File: src/rtl/vga_timing_gen.sv
// Raster timing generator: pixel/line counters, blanking, hs/vs sync and frame/line strobes.
// Optional VGA_TIMING_SYNC_DELAY_EN adds one register stage on hs/vs to line up with registered RGB.
module vga_timing_gen #(
  parameter int H_VISIBLE = 640,
  parameter int H_FRONT   = 16,
  parameter int H_SYNC    = 96,
  parameter int H_BACK    = 48,
  parameter int V_VISIBLE = 480,
  parameter int V_FRONT   = 10,
  parameter int V_SYNC    = 2,
  parameter int V_BACK    = 33
) (
  input  logic       vga_clk,
  input  logic       reset,
  output logic [9:0] DrawX,
  output logic [9:0] DrawY,
  output logic       blank,
  output logic       hs,
  output logic       vs,
  output logic       sync,
  output logic       frame_start,
  output logic       line_start
);

  localparam int H_TOTAL = H_VISIBLE + H_FRONT + H_SYNC + H_BACK;
  localparam int V_TOTAL = V_VISIBLE + V_FRONT + V_SYNC + V_BACK;

  localparam logic [9:0] H_LAST = 10'(H_TOTAL - 1);
  localparam logic [9:0] V_LAST = 10'(V_TOTAL - 1);

  // Window bounds are 11 bits so an end-of-window value of 1024 does not wrap to 0.
  localparam logic [10:0] H_VIS_END   = 11'(H_VISIBLE);
  localparam logic [10:0] H_SYNC_BEG  = 11'(H_VISIBLE + H_FRONT);
  localparam logic [10:0] H_SYNC_END  = 11'(H_VISIBLE + H_FRONT + H_SYNC);
  localparam logic [10:0] V_VIS_END   = 11'(V_VISIBLE);
  localparam logic [10:0] V_SYNC_BEG  = 11'(V_VISIBLE + V_FRONT);
  localparam logic [10:0] V_SYNC_END  = 11'(V_VISIBLE + V_FRONT + V_SYNC);

  logic [9:0] r_x;
  logic [9:0] r_y;
  logic       r_blank;
  logic       r_hs;
  logic       r_vs;
  logic       r_frame_start;
  logic       r_line_start;

  logic        w_x_wrap;
  logic        w_y_wrap;
  logic [9:0]  w_x_next;
  logic [9:0]  w_y_next;
  logic [10:0] w_x_next_ext;
  logic [10:0] w_y_next_ext;
  logic        w_blank_next;
  logic        w_hs_next;
  logic        w_vs_next;
  logic        w_line_start_next;
  logic        w_frame_start_next;

  // Next-position arithmetic; wrap is a plain equality so no overflow state exists.
  always_comb begin
    w_x_wrap = (r_x == H_LAST);
    w_y_wrap = (r_y == V_LAST);
    w_x_next = w_x_wrap ? 10'd0 : r_x + 10'd1;
    w_y_next = r_y;
    if (w_x_wrap) begin
      w_y_next = w_y_wrap ? 10'd0 : r_y + 10'd1;
    end
  end

  // Flags are decoded from the next position so, once registered, they align with DrawX/DrawY.
  always_comb begin
    w_x_next_ext       = {1'b0, w_x_next};
    w_y_next_ext       = {1'b0, w_y_next};
    w_blank_next       = (w_x_next_ext < H_VIS_END) && (w_y_next_ext < V_VIS_END);
    w_hs_next          = !((w_x_next_ext >= H_SYNC_BEG) && (w_x_next_ext < H_SYNC_END));
    w_vs_next          = !((w_y_next_ext >= V_SYNC_BEG) && (w_y_next_ext < V_SYNC_END));
    w_line_start_next  = (w_x_next == 10'd0);
    w_frame_start_next = w_line_start_next && (w_y_next == 10'd0);
  end

  always_ff @(posedge vga_clk) begin
    if (reset) begin
      r_x           <= 10'd0;
      r_y           <= 10'd0;
      r_blank       <= 1'b0;
      r_hs          <= 1'b1;
      r_vs          <= 1'b1;
      r_frame_start <= 1'b0;
      r_line_start  <= 1'b0;
    end else begin
      r_x           <= w_x_next;
      r_y           <= w_y_next;
      r_blank       <= w_blank_next;
      r_hs          <= w_hs_next;
      r_vs          <= w_vs_next;
      r_frame_start <= w_frame_start_next;
      r_line_start  <= w_line_start_next;
    end
  end

`ifdef VGA_TIMING_SYNC_DELAY_EN
  logic r_hs_d;
  logic r_vs_d;

  // Sync lags the coordinates by one cycle to match renderers that register RGB.
  always_ff @(posedge vga_clk) begin
    if (reset) begin
      r_hs_d <= 1'b1;
      r_vs_d <= 1'b1;
    end else begin
      r_hs_d <= r_hs;
      r_vs_d <= r_vs;
    end
  end

  assign hs = r_hs_d;
  assign vs = r_vs_d;
`else
  assign hs = r_hs;
  assign vs = r_vs;
`endif

  assign DrawX       = r_x;
  assign DrawY       = r_y;
  assign blank       = r_blank;
  assign sync        = 1'b0;
  assign frame_start = r_frame_start;
  assign line_start  = r_line_start;

endmodule

File: config.mk
export PLATFORM = sky130hd
export DESIGN_NAME = vga_timing_gen
export DESIGN_NICKNAME = d
export VERILOG_FILES = /design/src/rtl/vga_timing_gen.sv
export SDC_FILE = /design/constraint.sdc
export NUM_CORES = 1
export LEC_CHECK = 0
export BUFFER_PORTS_ARGS = -buffer_cell sky130_fd_sc_hd__buf_4
export CORE_UTILIZATION = 50
export CTS_CLUSTER_SIZE = 16
export DETAILED_ROUTE_END_ITERATION = 12
export PLACE_DENSITY = 0.75
export SYNTH_ARGS = -nofsm -noshare
export SYNTH_HDL_FRONTEND = slang
export SYNTH_SLANG_ARGS = --single-unit
File: constraint.sdc
create_clock -name vga_clk -period 1.9 [get_ports vga_clk]
set_input_delay 0.38 -clock vga_clk [delete_from_list [all_inputs] [get_ports vga_clk]]
set_output_delay 0.38 -clock vga_clk [all_outputs]
set_load 0.01 [all_outputs]
* Yosys cells after proc, flatten, opt, wreduce, memory -nomap -nowiden
Index checks and enable logic that the tools add are counted.
W data, S select, Z words.
** Operators by class
- Add/subtract/negate cells :: 2
- Multipliers :: 0
- Divide/modulo/power cells :: 0
- $lt $le $gt $ge :: 6
- Eq/ne operators :: 2
- Shifts and indexed selects :: 0
- Muxes and demuxes :: 3
- Bitwise gates (word level) :: 0
- Reductions and logical operators :: 8
** Operators by type and width (number)
- $mux W10 :: 3
- $add A10 B1 Y10 const B :: 2
- $eq A10 B10 Y1 const B :: 2
- $logic_not A10 Y1 :: 2
- $lt A10 B10 Y1 const B :: 2
- $lt A10 B9 Y1 const B :: 2
- $ge A10 B10 Y1 const B :: 1
- $ge A10 B9 Y1 const B :: 1
- $logic_and A1 B1 Y1 :: 4
- $logic_not A1 Y1 :: 2
** Storage, ports and cells
- Register bits after elaboration :: 25
- Bits in latches :: 0
- Bits in writable memories :: 0
- Memory bits (read-only) :: 0
- Input port bits :: 2
- Word-level logic and storage cells :: 28
- Memories kept :: 0

* Longest topological paths before layout
Gate-level depths: netlist of run 1.
- Word-level depth :: 6
- Depth in mapped cells :: 8
- Depth with buffers taken out :: 7

* Worst setup path after synthesis of run 1
Ideal clock, no wire load.
- Path type :: register -> register
- From :: register r_x[0], in the netlist DrawX[0]
- To :: register r_frame_start, in the netlist frame_start
- Library setup time :: 0.103 ns
- Data arrival time :: 2.042 ns
- Data required time :: 1.797 ns
- Setup slack :: -0.246 ns
- Stages on the path, launching flop included :: 9
- Buffers on the path :: 2
- Path through :: dfxtp_1 > ha_1 > and4_1 > buf_2 > nand3_1 > buf_2 > a221oi_2 > nand4_1 > a2111oi_2
** Between the ends
- Longest elaborated chain between the ends :: 4
- Elaborated cells on any way between the ends :: 7
- Classes of those cells :: 1 x add/sub; 1 x eq/ne; 2 x mux; 3 x reduce/logical
** Ends and longest elaborated chain
- from (decl) :: line 39 : logic [9:0] r_x;
- from (signal assigned) :: line 91 : r_x <= w_x_next;
- $add A10 B1 Y10 / $eq A10 B10 Y1 (equally long branches) :: line 63, 61
- $mux W10, on equally long branches :: line 63, 65
- $logic_not A10 Y1, on equally long branches :: line 77, 78
- $logic_and A1 B1 Y1 (*) :: line 78 : w_frame_start_next = w_line_start_next && (w_y_next == 10'd0);
- to (signal assigned) :: line 96 : r_frame_start <= w_frame_start_next;
- to (decl) :: line 44 : logic r_frame_start;
Mark *: on every way between the ends. The rest lies on a longest branch, timed or not.
A chain may end at the register's enable or synchronous reset.

* Worst setup path after layout of run 1
- From :: register r_x[6], in the netlist DrawX[6]
- To :: register r_vs, in the netlist vs
** Between the ends
- Longest elaborated chain between the ends :: 5
- Elaborated cells on any way between the ends :: 6
- Classes of those cells :: 2 x order compare; 1 x eq/ne; 1 x mux; 2 x reduce/logical
** Ends and longest elaborated chain
- $eq A10 B10 Y1 (*) :: line 61 : w_x_wrap = (r_x == H_LAST);
- $mux W10 (*) :: line 65 : if (w_x_wrap) begin
- $ge A10 B9 Y1 / $lt A10 B9 Y1 (equally long branches) :: line 76 : w_vs_next = !((w_y_next_ext >= V_SYNC_BEG) && (w_y_next_ext < V_SYNC_END));
- $logic_and A1 B1 Y1 (*) :: line 76
- $logic_not A1 Y1 (*) :: line 76
- to (signal assigned) :: line 95 : r_vs <= w_vs_next;
- to (decl) :: line 43 : logic r_vs;
Marked as above.

==> flow_metrics.tcl, run 1 <==
set metrics [dict create \
    total_power_uw 919 \
    synthesis.area_um2 1650 \
    grt-ovfl-total 0 \
    synth_async_sr_flop_share 0 \
    critPathArrivalTime_ns 2.16 \
    setup_viol 2 \
    yosys_register_bits 25 \
    viasPerCell 6.11 \
    num_io_pins 28 \
    outcome "finished, violations left" \
    die_x_um 59.4 \
    p_per_area_nw_per_um2 391 \
    num_vias 1826 \
    layout-drive-gt1-share 0.443 \
    rows 20 \
    path_class "reg2reg" \
    final_common_cell "buf_4" \
    track_usage 0.302 \
    drt-initial-drc-count 110 \
    syn_inst 199 \
    start_util 0.531 \
    cp_top_family "simple AND/OR/NAND/NOR gates" \
    hold_viol 0 \
    ys_seq_area_frac 0.303 \
    fin_crit_sh 1.01 \
    yosysUniqueCellTypes 57 \
    synthesis.nets 204 \
    fmax_mhz 522 \
    clock-sinks 25 \
    cts_buffers 3 \
    grt_max_degree 22 \
    placed_cells 289 \
    fp.dieArea_um2 3530 \
    cts_htree_levels 1 \
    ys.warnings.count 0 \
    clock_tree.buffer_depth 2 \
    crit_fanout 3 \
    placed_area_um2 2130 \
    violations "setup timing" \
    rsz0062_at_grt "true" \
    leakage_nw 0.913 \
    area_growth_pct 42.5 \
    num_antenna_cells 0 \
    cts_root_buffer "clkbuf_4" \
    finalWorstSetupSlack_ns -0.0167 \
    final_cell_mix "buf_4 (67), nor2_1 (22), dfxtp_1 (15)" \
    gp_congestion 0.976 \
    fin_nets 261 \
    clk_latency_ns 0.35 \
    fill_cells 251 \
    synth_edf_count 0 \
    cts_tree "yes" \
    worst_path_largest_cell_delay_ns 0.59 \
    path_clk_slew_ns 0.15 \
    routedWlPerCell_um 17.1 \
    cpMaxStageDelayCell "or4b_4" \
    wirelength_um 5110 \
    syn_avg_cell_area_um2 8.29 \
    ant_nets 0 \
    hpwl_um 3500 \
    coreArea_um2 3100 \
    end_kind "register" \
    stdcell_count 299 \
    antenna_found_initial 0 \
    fin_area_um2 2350 \
    holdCritPathClass "in2reg" \
    fin_crit_ns 1.92 \
    drc 0 \
    synth_flop_cell "dfxtp_1" \
    start_kind "register" \
    final_util 0.757 \
    grt_pass1_wl_um 8080 \
    fin_skew_ns 0.0165 \
    grt_pass1_vias 1760 \
    crit_chain "or4b_4 -> nor4_4 -> xnor2_2 -> a211oi_2 -> nand4bb_1" \
    first_pass_iters 4 \
    port_buffers 26 \
    cp.required_ns 2.14 \
    cp_num_buf_inv 0 \
    finalMaxSlewViolations 0 \
    drv_cap 0 \
    die_h_um 59.4 \
    ir_drop_mv 0.360 \
]
cell type report:
class / count / area (um^2) / share of cell area
Tap cell: 44 / 55.1 / 0.0234
Inverter: 6 / 22.5 / 0.00958
Timing Repair Buffer: 71 / 548 / 0.233
Clock buffer: 3 / 22.5 / 0.00958
Clock inverter: 1 / 7.51 / 0.00319
Sequential cell: 25 / 526 / 0.224
Multi-Input combinational cell: 149 / 1170 / 0.497
registers in the layout, summed over array words and instances, names as in the netlist:
name	cells
vs	1
frame_start	1
hs	1
DrawX	10
DrawY	10
line_start	1
blank	1
worst reg2reg max path: cells and delay by family, from the launching register on:
family | cells | cell delay, ns
compound gates | 1 | 0.27
xor+xnor | 1 | 0.12
flops | 1 | 0.34
simple gates | 3 | 1.10
logic make-up (layout without fill, tap and decap cells):
| logic type | count (synthesis) | after routing | share of synthesized area |
|---|---|---|---|
| AND/OR/NAND/NOR | 84 | 84 | 0.307 |
| AO/OA/AOI/OAI | 43 | 43 | 0.196 |
| flip-flops | 25 | 25 | 0.303 |
| buffers and inverters | 25 | 81 | 0.0721 |
| XOR/XNOR | 17 | 17 | 0.0903 |
| adder cells (fa/ha/maj) | 3 | 3 | 0.0228 |
| other | 1 | 1 | 0.00227 |
| multiplexers | 1 | 1 | 0.00607 |
synth_stat cells, types with 2 or more instances:
cell type / instances / area [um^2]
nor3_1: 8 / 40.0
xor2_1: 4 / 35.0
xnor2_1: 13 / 114
nand3_1: 8 / 40.0
a31oi_1: 3 / 18.8
clkbuf_1: 7 / 26.3
and4_1: 8 / 70.1
a211oi_1: 3 / 22.5
buf_4: 2 / 15.0
a21oi_1: 11 / 55.1
and3_1: 3 / 18.8
a2111oi_0: 2 / 17.5
buf_2: 8 / 40.0
nor2_1: 22 / 82.6
nor4_1: 2 / 12.5
a2bb2oi_1: 2 / 17.5
inv_1: 6 / 22.5
o21ai_0: 3 / 15.0
ha_1: 3 / 37.5
a311oi_1: 2 / 17.5
and4b_1: 2 / 20.0
and2_1: 3 / 18.8
dfxtp_1: 25 / 500
nand2_1: 10 / 37.5
nand4_1: 6 / 37.5
o211ai_1: 2 / 15.0
metrics by stage:
| step | worst slack, ns | hold WS [ns] | TNS, ns |
|---|---|---|---|
| 6_report | -0.0167 | 0.473 | -0.0301 |
| 5_1_grt | -0.0735 | 0.499 | -0.225 |
| 3_3_place_gp | -0.00913 | 0.556 | -0.0181 |
| 3_5_place_dp | -0.141 | 0.571 | -0.270 |
| 4_1_cts | -0.0206 | 0.472 | -0.0206 |
| 2_1_floorplan | 0.0103 | 0.461 | 0 |
per-layer routing:
metal / wire (um) / share of wire / vias up / global-route usage
met5: 0 / 0 / - / 0
met3: 251 / 0.049 / 28 / 0.0437
met4: 240 / 0.047 / 0 / 0.184
met1: 1940 / 0.38 / 875 / 0.334
li1: - / - / 848 / -
met2: 2680 / 0.52 / 75 / 0.539
repair_timing:
action,CTS,global route
pin swaps,11,11
buffers inserted,5,2
hold buffers,0,0
endpoints found under the setup margin,3,5
cloned,0,0
resized for setup,14,26
power breakdown:
part           total, mW  leakage, nW  internal [mW]  switching, mW
Sequential         0.536        0.209          0.529        0.00716
Clock              0.259       0.0139         0.0813          0.178
Combinational      0.124        0.690         0.0658         0.0584
path summary, 6_finish.rpt:
| kind | startpoint | to | slack [ns] | cells after the start |
|---|---|---|---|---|
| worst max-delay path | DrawX[6] | vs | -0.02 | 5 |
| worst min-delay path | reset | DrawX[1] | 0.47 | 3 |
| worst max register to register | DrawX[6] | vs | -0.02 | 5 |
| worst min register to register | DrawY[4] | DrawY[4] | 0.54 | 1 |
No activity file was read; power rests on OpenSTA's default activity.
==> inputs of run 2 (changes only) <==
--- a/config.mk
+++ b/config.mk
@@ -5,11 +5,12 @@
 export SDC_FILE = /design/constraint.sdc
 export NUM_CORES = 1
 export LEC_CHECK = 0
+export ABC_AREA = 1
 export BUFFER_PORTS_ARGS = -buffer_cell sky130_fd_sc_hd__buf_4
-export CORE_UTILIZATION = 50
+export CORE_UTILIZATION = 56
 export CTS_CLUSTER_SIZE = 16
 export DETAILED_ROUTE_END_ITERATION = 12
-export PLACE_DENSITY = 0.75
+export PLACE_DENSITY = 0.8
 export SYNTH_ARGS = -nofsm -noshare
 export SYNTH_HDL_FRONTEND = slang
 export SYNTH_SLANG_ARGS = --single-unit
==> constraint.sdc (replaced) <==
create_clock -name vga_clk -period 2.4 [get_ports vga_clk]
set_input_delay 0.48 -clock vga_clk [delete_from_list [all_inputs] [get_ports vga_clk]]
set_output_delay 0.48 -clock vga_clk [all_outputs]
set_load 0.01 [all_outputs]
==> run 2 against run 1 <==
Against the previous run:
- the flow now finishes without violations
- worst hold slack gained 0.023 ns
- routed wire length shrank 32%
- sequential share of layout area grew 4.8 points
- worst setup slack gained 0.56 ns
- synthesized cell count grew 23%
- via count shrank 14%
- maximum frequency grew 3.0%
- count of clock-buffer cells in the layout is the same
- die area shrank 12%
- largest power group unchanged
- highest routed layer unchanged
==> flow_metrics.tcl, run 2 <==
set metrics [dict create \
    outcome "finished clean" \
    synth_common_cells "nand2_1 (61), inv_1 (39), nor2_1 (36)" \
    cpMaxStageDelayCell "dfxtp_1" \
    grt_pass1_wl_um 6000 \
    cts-resized-gates 0 \
    pwr-share-comb 0.049 \
    cts_buffers 3 \
    final_cell_mix "nand2_1 (61), inv_1 (39), nor2_1 (36)" \
    fin_crit_sh 0.775 \
    drc 0 \
    synthesis.nets 249 \
    finalMaxSlewViolations 0 \
    port_buffers 26 \
    setup_viol 0 \
    rows 19 \
    synth_area_leaders "dfxtp_1 (31%), nand2_1 (14%), inv_1 (9.1%)" \
    yosysTopAreaCellShare 0.311 \
    netSwitchingPower_uw 145 \
    grt_pass1_vias 1362 \
    holdCritPathClass "in2reg" \
    p_clk_frac 0.288 \
    cp_num_buf_inv 0 \
    hold_viol 0 \
    cp.required_ns 2.60 \
    hold_buffers 0 \
    clock-sinks 25 \
    synth_async_sr_flop_share 0 \
    critPathArrivalTime_ns 2.07 \
    die_x_um 55.6 \
    end_kind "register" \
    placed_cells 297 \
    area_growth_pct 14.3 \
    final_common_cell "nand2_1" \
    stdcell_count 301 \
    hpwl_um 2680 \
    fin_nets 276 \
    path_clk_slew_ns 0.14 \
    cp_top_family "simple AND/OR/NAND/NOR gates" \
    ys_seq_area_frac 0.311 \
    die_h_um 55.6 \
    yosys.area.top_type "dfxtp_1" \
    synthesis.area_um2 1610 \
    fin_skew_ns 0.00816 \
    cts_root_buffer "clkbuf_4" \
    rsz0062_at_grt "false" \
    track_usage 0.244 \
    ant_nets 0 \
    path_class "reg2reg" \
    num_io_pins 28 \
    antenna_found_initial 0 \
    syn_avg_cell_area_um2 6.60 \
    ir_drop_mv 0.472 \
    ys.warnings.count 0 \
    worst_path_largest_cell_delay_ns 0.41 \
    start_util 0.589 \
    cts_setup_buffers 0 \
    setup_tns_ns 0 \
    switching_share 0.226 \
    grt-ovfl-total 0 \
    routedWlPerCell_um 11.6 \
    syn_inst 244 \
    p_seq_frac 0.663 \
    fmax_mhz 537 \
    crit_fanout 13 \
    yosysMostFrequentCell "nand2_1" \
    num_vias 1575 \
    start_kind "register" \
    fp.dieArea_um2 3100 \
    final_util 0.674 \
    drv_cap 0 \
    whs_ns 0.496 \
    p_int_uw 497 \
    cts_htree_levels 1 \
    fin_crit_ns 1.86 \
    yosysUniqueCellTypes 31 \
    synth_flop_cell "dfxtp_1" \
    layout-drive-gt1-share 0.204 \
    coreArea_um2 2730 \
    grt_max_degree 24 \
    first_pass_iters 4 \
    viasPerCell 5.23 \
    fill_cells 258 \
    p_per_area_nw_per_um2 348 \
    num_antenna_cells 0 \
    clk_latency_ns 0.31 \
    wirelength_um 3480 \
    leakage_nw 0.959 \
    clock_tree.buffer_depth 2 \
    cts_tree "yes" \
    crit_chain "ha_1 -> nand2_4 -> nor2_8 -> nand4_4 -> nand3_1 -> nand2_1 -> nor3_1 -> o211ai_1" \
    gp_congestion 0.921 \
    yosys_register_bits 25 \
    drt-initial-drc-count 99 \
    synth_edf_count 0 \
]
run 2: final timing paths:
kind | from | end | cells past startpoint | slack, ns
min reg2reg | DrawY[1] | DrawY[1] | 2 | 0.60
min | reset | DrawY[9] | 2 | 0.50
max reg2reg | DrawX[1] | hs | 8 | 0.54
max | DrawX[1] | hs | 8 | 0.54
run 2: kinds of logic (layout without fill, tap and decap cells):
group           after synthesis  after routing  synth area share
other cells                   1              1           0.00233
buf+inv                      46             72             0.121
flops                        25             25             0.311
fa+ha+maj                     3              3            0.0233
compound gates               11             11            0.0404
simple gates                158            158             0.502
run 2: area by class of cell:
class	count	area (um^2)	share of cell area
Clock buffer	3	22.5	0.0122
Clock inverter	1	7.51	0.00408
Inverter	41	154	0.0836
Multi-Input combinational cell	173	916	0.497
Sequential cell	25	500	0.272
Tap cell	31	38.8	0.0211
Timing Repair Buffer	27	203	0.110
run 2: per-stage QoR:
stage / cell area [um^2] / setup slack [ns] / power [mW]
after global routing: 1840 / 0.338 / 0.682
final: 1840 / 0.539 / 0.642
after CTS: 1840 / 0.536 / 0.653
after floorplan: 1610 / 0.749 / 0.456
after detailed placement: 1810 / 0.561 / 0.466
after global placement: 1810 / 0.612 / 0.466
run 2: power by group through the flow:
stage	registers (mW)	logic, mW	clock network [mW]
after global routing	0.427	0.0347	0.221
after CTS	0.425	0.0319	0.196
after detailed placement	0.434	0.0319	0
after floorplan	0.437	0.0189	0
final	0.425	0.0316	0.185
after global placement	0.434	0.0316	0
run 2: layer usage:
layer	up-vias	global-route usage	routed length, um
met2	33	0.411	1720
li1	821	-	-
met1	715	0.314	1590
met3	6	0.0302	111
met4	0	0.107	58
met5	-	0	0
